$ cat src/rtl/s298_bist_pkg.sv
// -----------------------------------------------------------------------------
// s298_bist_pkg
// Shared definitions for the s298 BIST sequencer:
//   - FSM state encoding (IDLE, INIT, RUN, FLUSH, DONE)
//   - LFSR tap mask and next-state helper (Fibonacci, taps 16,14,13,11)
//   - MISR feedback polynomial and next-state helper
//   - bit positions of the core outputs inside DUT_OUT
// Optional feature macro used by the top: S298_BIST_G0_RAND_EN.
// -----------------------------------------------------------------------------
package s298_bist_pkg;

    typedef enum logic [2:0] {
        ST_IDLE,
        ST_INIT,
        ST_RUN,
        ST_FLUSH,
        ST_DONE
    } state_t;

    // Feedback taps expressed on the shift-toward-bit-0 register:
    // new bit 15 = l[0] ^ l[2] ^ l[3] ^ l[5]
    localparam logic [15:0] LFSR_TAP_MASK = 16'h002D;

    localparam logic [15:0] MISR_POLY = 16'hB400;

    // DUT_OUT packing: {G133, G132, G118, G117, G67, G66}
    localparam int unsigned OUT_WIDTH = 6;
    localparam int unsigned OUT_G66   = 0;
    localparam int unsigned OUT_G67   = 1;
    localparam int unsigned OUT_G117  = 2;
    localparam int unsigned OUT_G118  = 3;
    localparam int unsigned OUT_G132  = 4;
    localparam int unsigned OUT_G133  = 5;

    function automatic logic [15:0] lfsr_next(input logic [15:0] l);
        return {^(l & LFSR_TAP_MASK), l[15:1]};
    endfunction

    function automatic logic [15:0] misr_next(input logic [15:0] m,
                                              input logic [OUT_WIDTH-1:0] d);
        logic [15:0] r;
        r = {m[0], m[15:1]} ^ {{(16-OUT_WIDTH){1'b0}}, d};
        if (m[0]) begin
            r = r ^ MISR_POLY;
        end
        return r;
    endfunction

endpackage

$ cat src/rtl/s298_bist_misr.sv
// -----------------------------------------------------------------------------
// s298_bist_misr
// 16-bit multiple-input signature register compacting the six s298 outputs.
// Ports:
//   CK   in   clock, rising edge
//   RN   in   asynchronous active-low reset (signature -> 0)
//   clr  in   synchronous clear (wins over en)
//   en   in   capture din into the signature this cycle
//   din  in   6-bit core response {G133,G132,G118,G117,G67,G66}
//   sig  out  current signature (registered)
// -----------------------------------------------------------------------------
module s298_bist_misr
    import s298_bist_pkg::*;
(
    input  logic                 CK,
    input  logic                 RN,
    input  logic                 clr,
    input  logic                 en,
    input  logic [OUT_WIDTH-1:0] din,
    output logic [15:0]          sig
);

    always_ff @(posedge CK or negedge RN) begin
        if (!RN) begin
            sig <= '0;
        end else if (clr) begin
            sig <= '0;
        end else if (en) begin
            sig <= misr_next(sig, din);
        end
    end

endmodule

$ cat src/rtl/s298_bist_ctrl.sv
// -----------------------------------------------------------------------------
// s298_bist_ctrl
// BIST sequencer for the s298 benchmark core. One START gives one run:
// INIT (G0 held high for INIT_CYCLES), RUN (NUM_PATTERNS LFSR patterns on
// G1/G2), FLUSH (one extra MISR capture), then DONE with the signature
// compared against GOLDEN.
// Optional feature: define S298_BIST_G0_RAND_EN to pulse G0 during RUN with
// lfsr[2] & lfsr[7] & lfsr[12]; undefined keeps G0 low through RUN.
// Parameters:
//   NUM_PATTERNS  RUN length in cycles (1..65535)
//   INIT_CYCLES   G0-high cycles before RUN (1..15)
//   LFSR_SEED     LFSR load value on START (0 is replaced by 16'h0001)
// Ports:
//   CK         in   clock, rising edge
//   RN         in   asynchronous active-low reset
//   START      in   start request, honoured in IDLE or DONE only
//   GOLDEN     in   expected signature
//   DUT_OUT    in   core outputs {G133,G132,G118,G117,G67,G66}
//   DUT_G0     out  core G0 (sync clear)
//   DUT_G1     out  core G1
//   DUT_G2     out  core G2
//   BUSY       out  high in INIT, RUN and FLUSH
//   DONE       out  high in DONE
//   PASS       out  SIGNATURE == GOLDEN while DONE, else 0
//   SIGNATURE  out  MISR contents
// -----------------------------------------------------------------------------
module s298_bist_ctrl
    import s298_bist_pkg::*;
#(
    parameter int unsigned NUM_PATTERNS = 256,
    parameter int unsigned INIT_CYCLES  = 2,
    parameter logic [15:0] LFSR_SEED    = 16'hACE1
) (
    input  logic                 CK,
    input  logic                 RN,
    input  logic                 START,
    input  logic [15:0]          GOLDEN,
    input  logic [OUT_WIDTH-1:0] DUT_OUT,
    output logic                 DUT_G0,
    output logic                 DUT_G1,
    output logic                 DUT_G2,
    output logic                 BUSY,
    output logic                 DONE,
    output logic                 PASS,
    output logic [15:0]          SIGNATURE
);

    localparam logic [15:0] SEED_EFF  = (LFSR_SEED == 16'h0000) ? 16'h0001 : LFSR_SEED;
    localparam logic [15:0] LAST_PAT  = 16'(NUM_PATTERNS - 1);
    localparam logic [3:0]  LAST_INIT = 4'(INIT_CYCLES - 1);

    state_t      state;
    logic [15:0] lfsr;
    logic [15:0] pat_cnt;
    logic [3:0]  init_cnt;
    logic        g0_run;
    logic        misr_clr;
    logic        misr_en;

`ifdef S298_BIST_G0_RAND_EN
    assign g0_run = lfsr[2] & lfsr[7] & lfsr[12];
`else
    assign g0_run = 1'b0;
`endif

    assign misr_clr = START && ((state == ST_IDLE) || (state == ST_DONE));
    assign misr_en  = (state == ST_RUN) || (state == ST_FLUSH);

    // The DUT input registers are loaded from the LFSR on the edge that
    // enters each RUN cycle, and the LFSR steps on that same edge; so while
    // pattern k is on G1/G2 the LFSR already holds pattern k+1.
    always_ff @(posedge CK or negedge RN) begin
        if (!RN) begin
            state    <= ST_IDLE;
            lfsr     <= '0;
            pat_cnt  <= '0;
            init_cnt <= '0;
            DUT_G0   <= 1'b1;
            DUT_G1   <= 1'b0;
            DUT_G2   <= 1'b0;
            BUSY     <= 1'b0;
            DONE     <= 1'b0;
        end else begin
            case (state)
                ST_IDLE, ST_DONE: begin
                    if (START) begin
                        state    <= ST_INIT;
                        lfsr     <= SEED_EFF;
                        pat_cnt  <= '0;
                        init_cnt <= '0;
                        BUSY     <= 1'b1;
                        DONE     <= 1'b0;
                    end
                end
                ST_INIT: begin
                    if (init_cnt == LAST_INIT) begin
                        state  <= ST_RUN;
                        DUT_G0 <= g0_run;
                        DUT_G1 <= lfsr[0];
                        DUT_G2 <= lfsr[1];
                        lfsr   <= lfsr_next(lfsr);
                    end else begin
                        init_cnt <= init_cnt + 4'd1;
                    end
                end
                ST_RUN: begin
                    if (pat_cnt == LAST_PAT) begin
                        // DUT inputs and LFSR hold through FLUSH
                        state <= ST_FLUSH;
                    end else begin
                        pat_cnt <= pat_cnt + 16'd1;
                        DUT_G0  <= g0_run;
                        DUT_G1  <= lfsr[0];
                        DUT_G2  <= lfsr[1];
                        lfsr    <= lfsr_next(lfsr);
                    end
                end
                ST_FLUSH: begin
                    state  <= ST_DONE;
                    BUSY   <= 1'b0;
                    DONE   <= 1'b1;
                    DUT_G0 <= 1'b1;
                    DUT_G1 <= 1'b0;
                    DUT_G2 <= 1'b0;
                end
                default: begin
                    state <= ST_IDLE;
                    BUSY  <= 1'b0;
                    DONE  <= 1'b0;
                end
            endcase
        end
    end

    s298_bist_misr u_misr (
        .CK  (CK),
        .RN  (RN),
        .clr (misr_clr),
        .en  (misr_en),
        .din (DUT_OUT),
        .sig (SIGNATURE)
    );

    assign PASS = DONE && (SIGNATURE == GOLDEN);

endmodule

$ cat config.mk
export PLATFORM = sky130hd
export DESIGN_NAME = s298_bist_ctrl
export DESIGN_NICKNAME = d
export VERILOG_FILES = /design/src/rtl/s298_bist_pkg.sv /design/src/rtl/s298_bist_misr.sv /design/src/rtl/s298_bist_ctrl.sv
export SDC_FILE = /design/constraint.sdc
export NUM_CORES = 1
export LEC_CHECK = 0
export BUFFER_PORTS_ARGS = -buffer_cell sky130_fd_sc_hd__buf_2
export CAP_MARGIN = 20
export CORE_MARGIN = 2
export CORE_UTILIZATION = 45
export DETAILED_ROUTE_END_ITERATION = 8
export GPL_TIMING_DRIVEN = 1
export PLACE_DENSITY_LB_ADDON = 0.05
export SLEW_MARGIN = 10
export SYNTH_ARGS = -nofsm -noshare
export SYNTH_HDL_FRONTEND = slang
export SYNTH_SLANG_ARGS = --single-unit
$ cat constraint.sdc
create_clock -name CK -period 6.4 [get_ports CK]
set_input_delay 0.32 -clock CK [delete_from_list [all_inputs] [get_ports CK]]
set_output_delay 0.32 -clock CK [all_outputs]
set_load 0.03 [all_outputs]
After elaboration in Yosys (flattened, before gate mapping) --
Cells that the tools add are included.
Word-level totals: logic and storage cells 76, bits of input ports 25, flip-flop bits (word level) 60
Operators by class: reductions and logical operators 19, mux-type cells 30, $add $sub $neg 2, bitwise gates (word level) 3, equal/unequal tests 12
Operators by type and width (number):
- 16-bit two-way mux | 8
- 16-bit one-hot mux with 3 select lines | 1
- 16-bit one-hot mux with 2 select lines | 1
- 16-bit by 1-bit adder with 16-bit output, second input constant | 1
- 16-bit equality test | 1
- 16-bit by 8-bit equality test with 1-bit output, second input constant | 1
- 16-bit parity | 1
- 16-bit by 6-bit XOR with 16-bit output | 1
- 1-bit one-hot mux with 3 select lines | 4
- 3-bit one-hot mux with 4 select lines | 1
- 3-bit AND reduction | 4
- 3-bit two-way mux | 3
- 1-bit two-way mux | 8
- 4-bit two-way mux | 2
- 2-bit != test, second input constant | 4
- 4-bit one-hot mux with 2 select lines | 1
- 3-bit by 2-bit equality test with 1-bit output, second input constant | 2
- 2-bit nonzero test | 3
- 3-bit nonzero test | 2
- 4-bit by 1-bit adder with 4-bit output, second input constant | 1
- 4-bit by 1-bit equality test with 1-bit output, second input constant | 1
- 4-bit inverter | 1
- 4-bit AND reduction | 1
- 2-bit OR reduction | 2
- 9 further kinds | 11

Logic depth before layout (Yosys ltp) --
Gate-level depths: netlist of run 1.
depth after elaboration 5, mapped depth 8

Modules after synthesis --
From an unflattened synthesis of run 1, not the netlist that was laid out.
Unflattened totals: cells, all modules 312, area total of the unflattened synthesis 3300.7 um^2
By module, submodules not included:
- s298_bist_ctrl | area each 2575.0 um^2, cells an instance 253, sequential area each 1102.3 um^2, instances 1
- s298_bist_misr | area each 725.7 um^2, cells an instance 59, sequential area each 375.4 um^2, instances 1

Worst setup path before layout of run 1 --
OpenSTA, ideal clock, no wires.
path type register to output, start point reg u_misr.sig[11], end point out PASS, required time 6080 ps, arrival time 1803 ps, stages on the path, launching flop included 5, path slack 4277 ps, cell sequence dfrtp_1 > xor2_1 > nor4_1 > nand4_1 > nor3_1
On the way: longest elaborated chain between the ends 2
RTL lines:
- start: declaration | RTL line s298_bist_misr.sv:20 | output logic [15:0] sig
- start signal: assignment | RTL line s298_bist_misr.sv:29 | sig <= misr_next(sig, din);
- 16-bit equality test | RTL line s298_bist_ctrl.sv:144 | assign PASS = DONE && (SIGNATURE == GOLDEN);
- 1-bit logical AND | RTL line s298_bist_ctrl.sv:144
- end: declaration | RTL line s298_bist_ctrl.sv:44 | output logic PASS,
Every way passes these cells.

Worst setup path in the final report of run 1 --
start point reg state[1], end point reg lfsr[13]
On the way: longest elaborated chain between the ends 4
RTL lines:
- start: declaration | RTL line s298_bist_ctrl.sv:52 | state_t state;
- start signal: assignment | RTL line s298_bist_ctrl.sv:74 | state <= ST_IDLE;
- start signal: assignment | RTL line s298_bist_ctrl.sv:87 | state <= ST_INIT;
- start signal: assignment | RTL line s298_bist_ctrl.sv:97 | state <= ST_RUN;
- 3-bit equality test or 3-bit logical NOT (tied branches) | RTL line s298_bist_ctrl.sv:84 | case (state)
- 2-bit OR reduction | RTL line s298_bist_ctrl.sv:84
- 2-bit != test (no source line) or 3-bit nonzero test (tied branches)
- 4-bit AND reduction (no source line)
- end signal: assignment | RTL line s298_bist_ctrl.sv:101 | lfsr <= lfsr_next(lfsr);
- end signal: assignment | RTL line s298_bist_ctrl.sv:115 | lfsr <= lfsr_next(lfsr);
- end: declaration | RTL line s298_bist_ctrl.sv:53 | logic [15:0] lfsr;
Parallel ways exist; a longest one is shown, timed or not. A chain may end at the register's enable or synchronous reset.

==> reports/qor.txt, run 1 <==
Outcome - complete, no violations
Fraction of registers with async set/reset - 1.00
Cells after Synth - 320
Die Wd - 88.5 um
Slew headroom - 0.384
Worst min path class - in -> async
Sw Ratio - 0.399
WP data arrival - 2.84 ns
Final nets - 387
Slew Viols, Final - 0
Fin crit share - 0.410
Post-route insts no fill - 460
Average wire per standard cell - 15.0 um
First-pass GRT wire length - 11.4 mm
Int Pwr - 0.985 mW
Yosys cell types - 52
CP max FO - 16
Synth Net Count - 348
Largest net degree at the start of global routing - 60
Via density - 5.28
RSZ-0062 raised after global routing - no
Clk sinks - 59
Pwr dens - 443 nW/um^2
Vias in the first global route - 2263
Peak VDD IR - 0.000255 V
Total GRT Usage - 0.190
DP HPWL - 4.67 mm
CP Capture Type - register
Gate power share - 0.401
Gpl congestion - 0.830
Slew at the pin with the worst max-slew slack - 0.920 ns
Number of synthesized flops with an enable pin - 0
CTS root buffer - clkbuf_8
Synthesized flop and latch total - 59
First-pass iteration count of the detailed router - 4
Most frequent cells in the layout - dfrtp_1, buf_2, nand2_1
Final setup margin - 3.78 ns
Sequential share of power - 0.382
Antenna violations before repair - 0
Resize count post-CTS - 0
DRC violations left - 0
Setup-failing EPs final - 0
Post-CTS Hold Buffers - 0
Area of the core - 6870 sq um
Syn avg cell area - 10.0 sq um
Clock transition at path regs - 0.07 ns
Final hold violation count - 0
Via count - 2429
Area Overhead vs Synth - 15.1%
Die Y - 88.5 um
Num CTS Buffers - 9
I/O Buffers - 45
Total grt overflow - 0
Worst EP required - 6.61 ns
Max H-tree Level - 3
Row Count - 30
Top FF cell, synth - dfrtp_1
Initial drt markers - 157
Share of cells above drive strength 1 - 0.223
# Post-CTS Setup Buffers - 0
Pre-CTS setup slack - 3.76 ns
Minimum clock period - 2.62 ns
Setup_tns - 0 ns
Final wirelength - 6.89 mm
Worst clock skew - 0.00773 ns
Starting density of the core - 0.468
Clock Tree Buf Depth - 2
Leakage - 1.62 nW
Clk pwr share - 0.217
Net Sw Power - 0.653 mW
Max Cap Viol - 0
CTS tree - built
DP Cell Count - 444
Fmax - 381 MHz
Mapped Area - 3210 sq um
Register area share after synthesis - 0.460
Leading cell type in the layout, fill and taps excluded - dfrtp_1
Ant diodes - 0
Critical path class - reg -> reg
Synth warn - 0
Worst-Skew Late Latency - 0.33 ns
Critical Path Source Type - register
Layout Utilization - 0.538
Die ar. - 7830 sq um
Final ANT Viol Nets - 0
IO Count - 47
flip-flops by register name (all words and copies together) (netlist names), 3 cells and up:
name and count:
pat_cnt 16, lfsr 16, init_cnt 4, state 3
u_misr.sig 15
power groups by stage:
| stage | clock network [mW] | logic [mW] | registers, mW |
|---|---|---|---|
| final | 0.356 | 0.657 | 0.625 |
| after global routing | 0.383 | 0.736 | 0.646 |
| after CTS | 0.369 | 0.668 | 0.625 |
| after detailed placement | 0 | 0.666 | 0.630 |
| after global placement | 0 | 0.657 | 0.627 |
| after floorplan | 0 | 0.472 | 0.664 |
per-stage QoR:
step | hold slack [ns] | power, mW | instance area, sq um
after floorplan | 0.0244 | 1.14 | 3210
after global placement | 0.473 | 1.28 | 3490
after detailed placement | 0.479 | 1.30 | 3490
after CTS | 0.167 | 1.66 | 3700
after global routing | 0.195 | 1.77 | 3700
final | 0.130 | 1.64 | 3700
layer usage:
metal,GRT usage,wire length [um]
met1,0.283,3430
met2,0.267,2960
met3,0.0522,447
met4,0.0620,52
met5,0,0
worst max-delay path, stage by stage (launching register included):
cell,delay (ns)
dfrtp_1,0.57
nor3b_2,0.82
a21o_1,0.20
a2bb2oi_4,0.50
mux2_2,0.40
area by class of cell:
type,instances,area (sq um)
Timing Repair Buffer,48,248
Tap cell,96,120
Clock buffer,12,165
Fill cell,628,3170
Multi-Input combinational cell,228,1590
Clock inverter,4,47.5
Sequential cell,59,1480
Inverter,13,48.8
cell families (layout without fill, tap and decap cells):
| kind of cell | after synthesis | after routing | synth area share |
|---|---|---|---|
| AO/OA/AOI/OAI | 64 | 64 | 0.146 |
| XOR/XNOR | 29 | 29 | 0.0790 |
| adder cells (fa/ha/maj) | 3 | 3 | 0.0117 |
| buffers and inverters | 33 | 77 | 0.0452 |
| flip-flops | 59 | 59 | 0.460 |
| multiplexers | 21 | 21 | 0.0712 |
| other | 1 | 1 | 0.00117 |
| AND/OR/NAND/NOR | 110 | 110 | 0.186 |
Yosys cell counts, types with 3 or more instances:
master	count	area [sq um]
nor2_1	16	60.1
inv_1	13	48.8
o21a_1	3	22.5
o21ai_0	11	55.1
buf_2	5	25.0
and4_1	4	35.0
nand2b_1	8	50.1
a21oi_1	13	65.1
xor2_1	7	61.3
mux2_2	7	78.8
nand2_1	41	154
a31oi_1	6	37.5
dfrtp_1	58	1450
a22o_1	3	26.3
nand4_1	12	75.1
clkbuf_1	11	41.3
nor3b_1	3	22.5
nand3_1	7	35.0
mux2i_1	12	120
a211oi_1	9	67.6
a41oi_1	3	26.3
o31ai_1	3	22.5
ha_1	3	37.5
o211ai_1	3	22.5
nor3_1	3	15.0
xnor2_1	22	193
worst paths after layout:
check                                           from  cells after the start  slack (ns)                         to
worst min register to register    DUT_G0$_DFFE_PN1P_                      2        0.49         DUT_G0$_DFFE_PN1P_
max in group asynchronous                         RN                      2        5.76       lfsr[13]$_DFFE_PN0P_
min in group CK                           DUT_OUT[0]                      3        0.28  u_misr.sig[0]$_DFFE_PN0P_
worst max register to register  state[1]$_DFFE_PN0P_                      4        3.78       lfsr[13]$_DFFE_PN0P_
worst max-delay path            state[1]$_DFFE_PN0P_                      4        3.78       lfsr[13]$_DFFE_PN0P_
worst min-delay path                              RN                      2        0.13    pat_cnt[12]$_DFFE_PN0P_
Power figures use the tool's default switching activity.
==> inputs of run 2 (changes only) <==
==> constraint.sdc (replaced) <==
create_clock -name CK -period 2.3 [get_ports CK]
set_input_delay 0.115 -clock CK [delete_from_list [all_inputs] [get_ports CK]]
set_output_delay 0.115 -clock CK [all_outputs]
set_load 0.03 [all_outputs]
==> reports/qor.txt, run 2 (synthesis gave the netlist of run 1 again) <==
Hold_sp - DUT_OUT[0]
IO Count - 47
Slew Viols, Final - 0
Total grt overflow - 0
Area Overhead vs Synth - 19.3%
Leakage - 1.70 nW
Reg2reg start - pat_cnt[0]$_DFFE_PN0P_
Final ANT Viol Nets - 0
Sw Ratio - 0.386
Share of cells above drive strength 1 - 0.249
WP buf/inv - 0
Clock Tree Buf Depth - 2
Clk sinks - 59
WHS - 0.0786 ns
First-pass GRT wire length - 11.5 mm
Fill count - 612
Gpl congestion - 0.856
Row Count - 30
Ant diodes - 0
Peak VDD IR - 0.000783 V
Fin crit share - 0.938
Most frequent cells in the layout - dfrtp_1, buf_2, nand2_1
Largest registers - lfsr (16), pat_cnt (16), u_misr.sig (15)
Average wire per standard cell - 14.6 um
Minimum clock period - 2.16 ns
Final nets - 401
CTS root buffer - clkbuf_8
Die ar. - 7830 sq um
Die Y - 88.5 um
Max Cap Viol - 0
Critical path class - reg -> reg
CTS tree - built
Max stage delay on crit path - 0.42 ns
Post-route insts no fill - 474
Worst clock skew - 0.00793 ns
Net Sw Power - 1.86 mW
Setup-failing EPs final - 0
Clock transition at path regs - 0.07 ns
Max H-tree Level - 3
Final hold violation count - 0
Outcome - complete, no violations
Num CTS Buffers - 9
Final wirelength - 6.92 mm
Critical Path Start - pat_cnt[0]$_DFFE_PN0P_
Slew at the pin with the worst max-slew slack - 0.775 ns
Gate power share - 0.404
Clk pwr share - 0.237
CP Capture Type - register
RSZ-0062 raised after global routing - no
DP HPWL - 4.84 mm
Largest net degree at the start of global routing - 60
Vias in the first global route - 2280
Layout Utilization - 0.558
WP data arrival - 2.37 ns
Worst min path class - in -> reg
Worst EP required - 2.52 ns
DP Cell Count - 457
Total GRT Usage - 0.191
Int Pwr - 2.96 mW
CP cell instances - ha_1 > and4_1 > and4_1 > a2bb2oi_4 > mux2_2
Slew headroom - 0.484
Antenna violations before repair - 0
CP max-delay cell - dfrtp_1
CP max FO - 13
Pwr dens - 1260 nW/um^2
Leading cell type in the layout, fill and taps excluded - dfrtp_1
Starting density of the core - 0.468
Via density - 5.28
Most used cell, CP - and4_1
Critical path's top delay family - simple AND/OR/NAND/NOR gates
DRC violations left - 0
Setup_tns - 0 ns
Critical Path Source Type - register
First-pass iteration count of the detailed router - 4
Area of the core - 6870 sq um
I/O Buffers - 45
Via count - 2504
Worst-Skew Late Latency - 0.34 ns
Die Wd - 88.5 um
Fmax - 463 MHz
Initial drt markers - 99
Sequential share of power - 0.359
==> run 2: changes by cell type in the layout (fill, tap and decap cells not counted) <==
cell,before,now
buf_4,3,16
clkbuf_8,12,9
bufinv_16,1,3
clkinv_4,0,1
dlygate4sd3_1,0,1
==> run 2: path summary, 6_finish.rpt <==
path | endpoint | slack [ns] | cells past startpoint
min reg2reg | lfsr[7]$_DFFE_PN0P_ | 0.50 | 1
max in group asynchronous | pat_cnt[1]$_DFFE_PN0P_ | 1.30 | 3
max | lfsr[11]$_DFFE_PN0P_ | 0.14 | 5
max reg2reg | lfsr[11]$_DFFE_PN0P_ | 0.14 | 5
min | u_misr.sig[0]$_DFFE_PN0P_ | 0.08 | 3
min in group asynchronous | pat_cnt[11]$_DFFE_PN0P_ | 0.45 | 3
==> run 2: through the flow <==
stage | cell area (sq um) | power [mW] | setup WS, ns
after floorplan | 3210 | 3.16 | 0.182
after CTS | 3830 | 4.88 | 0.131
after global placement | 3580 | 3.69 | 0.194
after detailed placement | 3580 | 3.71 | 0.131
final | 3830 | 4.82 | 0.142
after global routing | 3830 | 5.18 | 0.0445
==> run 2: repair_timing <==
action,CTS,global route
gates resized for setup,0,0
endpoints found under the hold margin,58,0
buffers inserted,0,0
hold buffers,1,0
==> run 2: power groups by stage <==
stage / Sequential [mW] / Clock, mW / Combinational, mW
6_report: 1.73 / 1.14 / 1.95
5_1_grt: 1.79 / 1.22 / 2.17
4_1_cts: 1.73 / 1.18 / 1.98
3_5_place_dp: 1.75 / 0 / 1.96
3_3_place_gp: 1.75 / 0 / 1.95
2_1_floorplan: 1.85 / 0 / 1.31
==> run 2: cell type report <==
cell class / instances / area [sq um] / area share
multi-input cells: 228 / 1590 / 0.415
flip-flops and latches: 59 / 1480 / 0.385
repair buffers: 62 / 355 / 0.0927
clock buffers: 9 / 124 / 0.0323
well taps: 96 / 120 / 0.0313
clock inverters: 7 / 116 / 0.0304
inverters: 13 / 48.8 / 0.0127
==> run 2: worst reg2reg max path: stages, from the launching register on <==
cell	delay [ns]
dfrtp_1	0.42
ha_1	0.28
and4_1	0.27
and4_1	0.26
a2bb2oi_4	0.42
mux2_2	0.39
==> run 2: per-layer routing <==
metal  global-route usage  routed length [um]  vias up
li1                     -                   -     1242
met1                0.281                3410     1181
met2                0.278                3080       76
met3               0.0354                 373        5
met4               0.0758                  61        0
met5                    0                   0        -
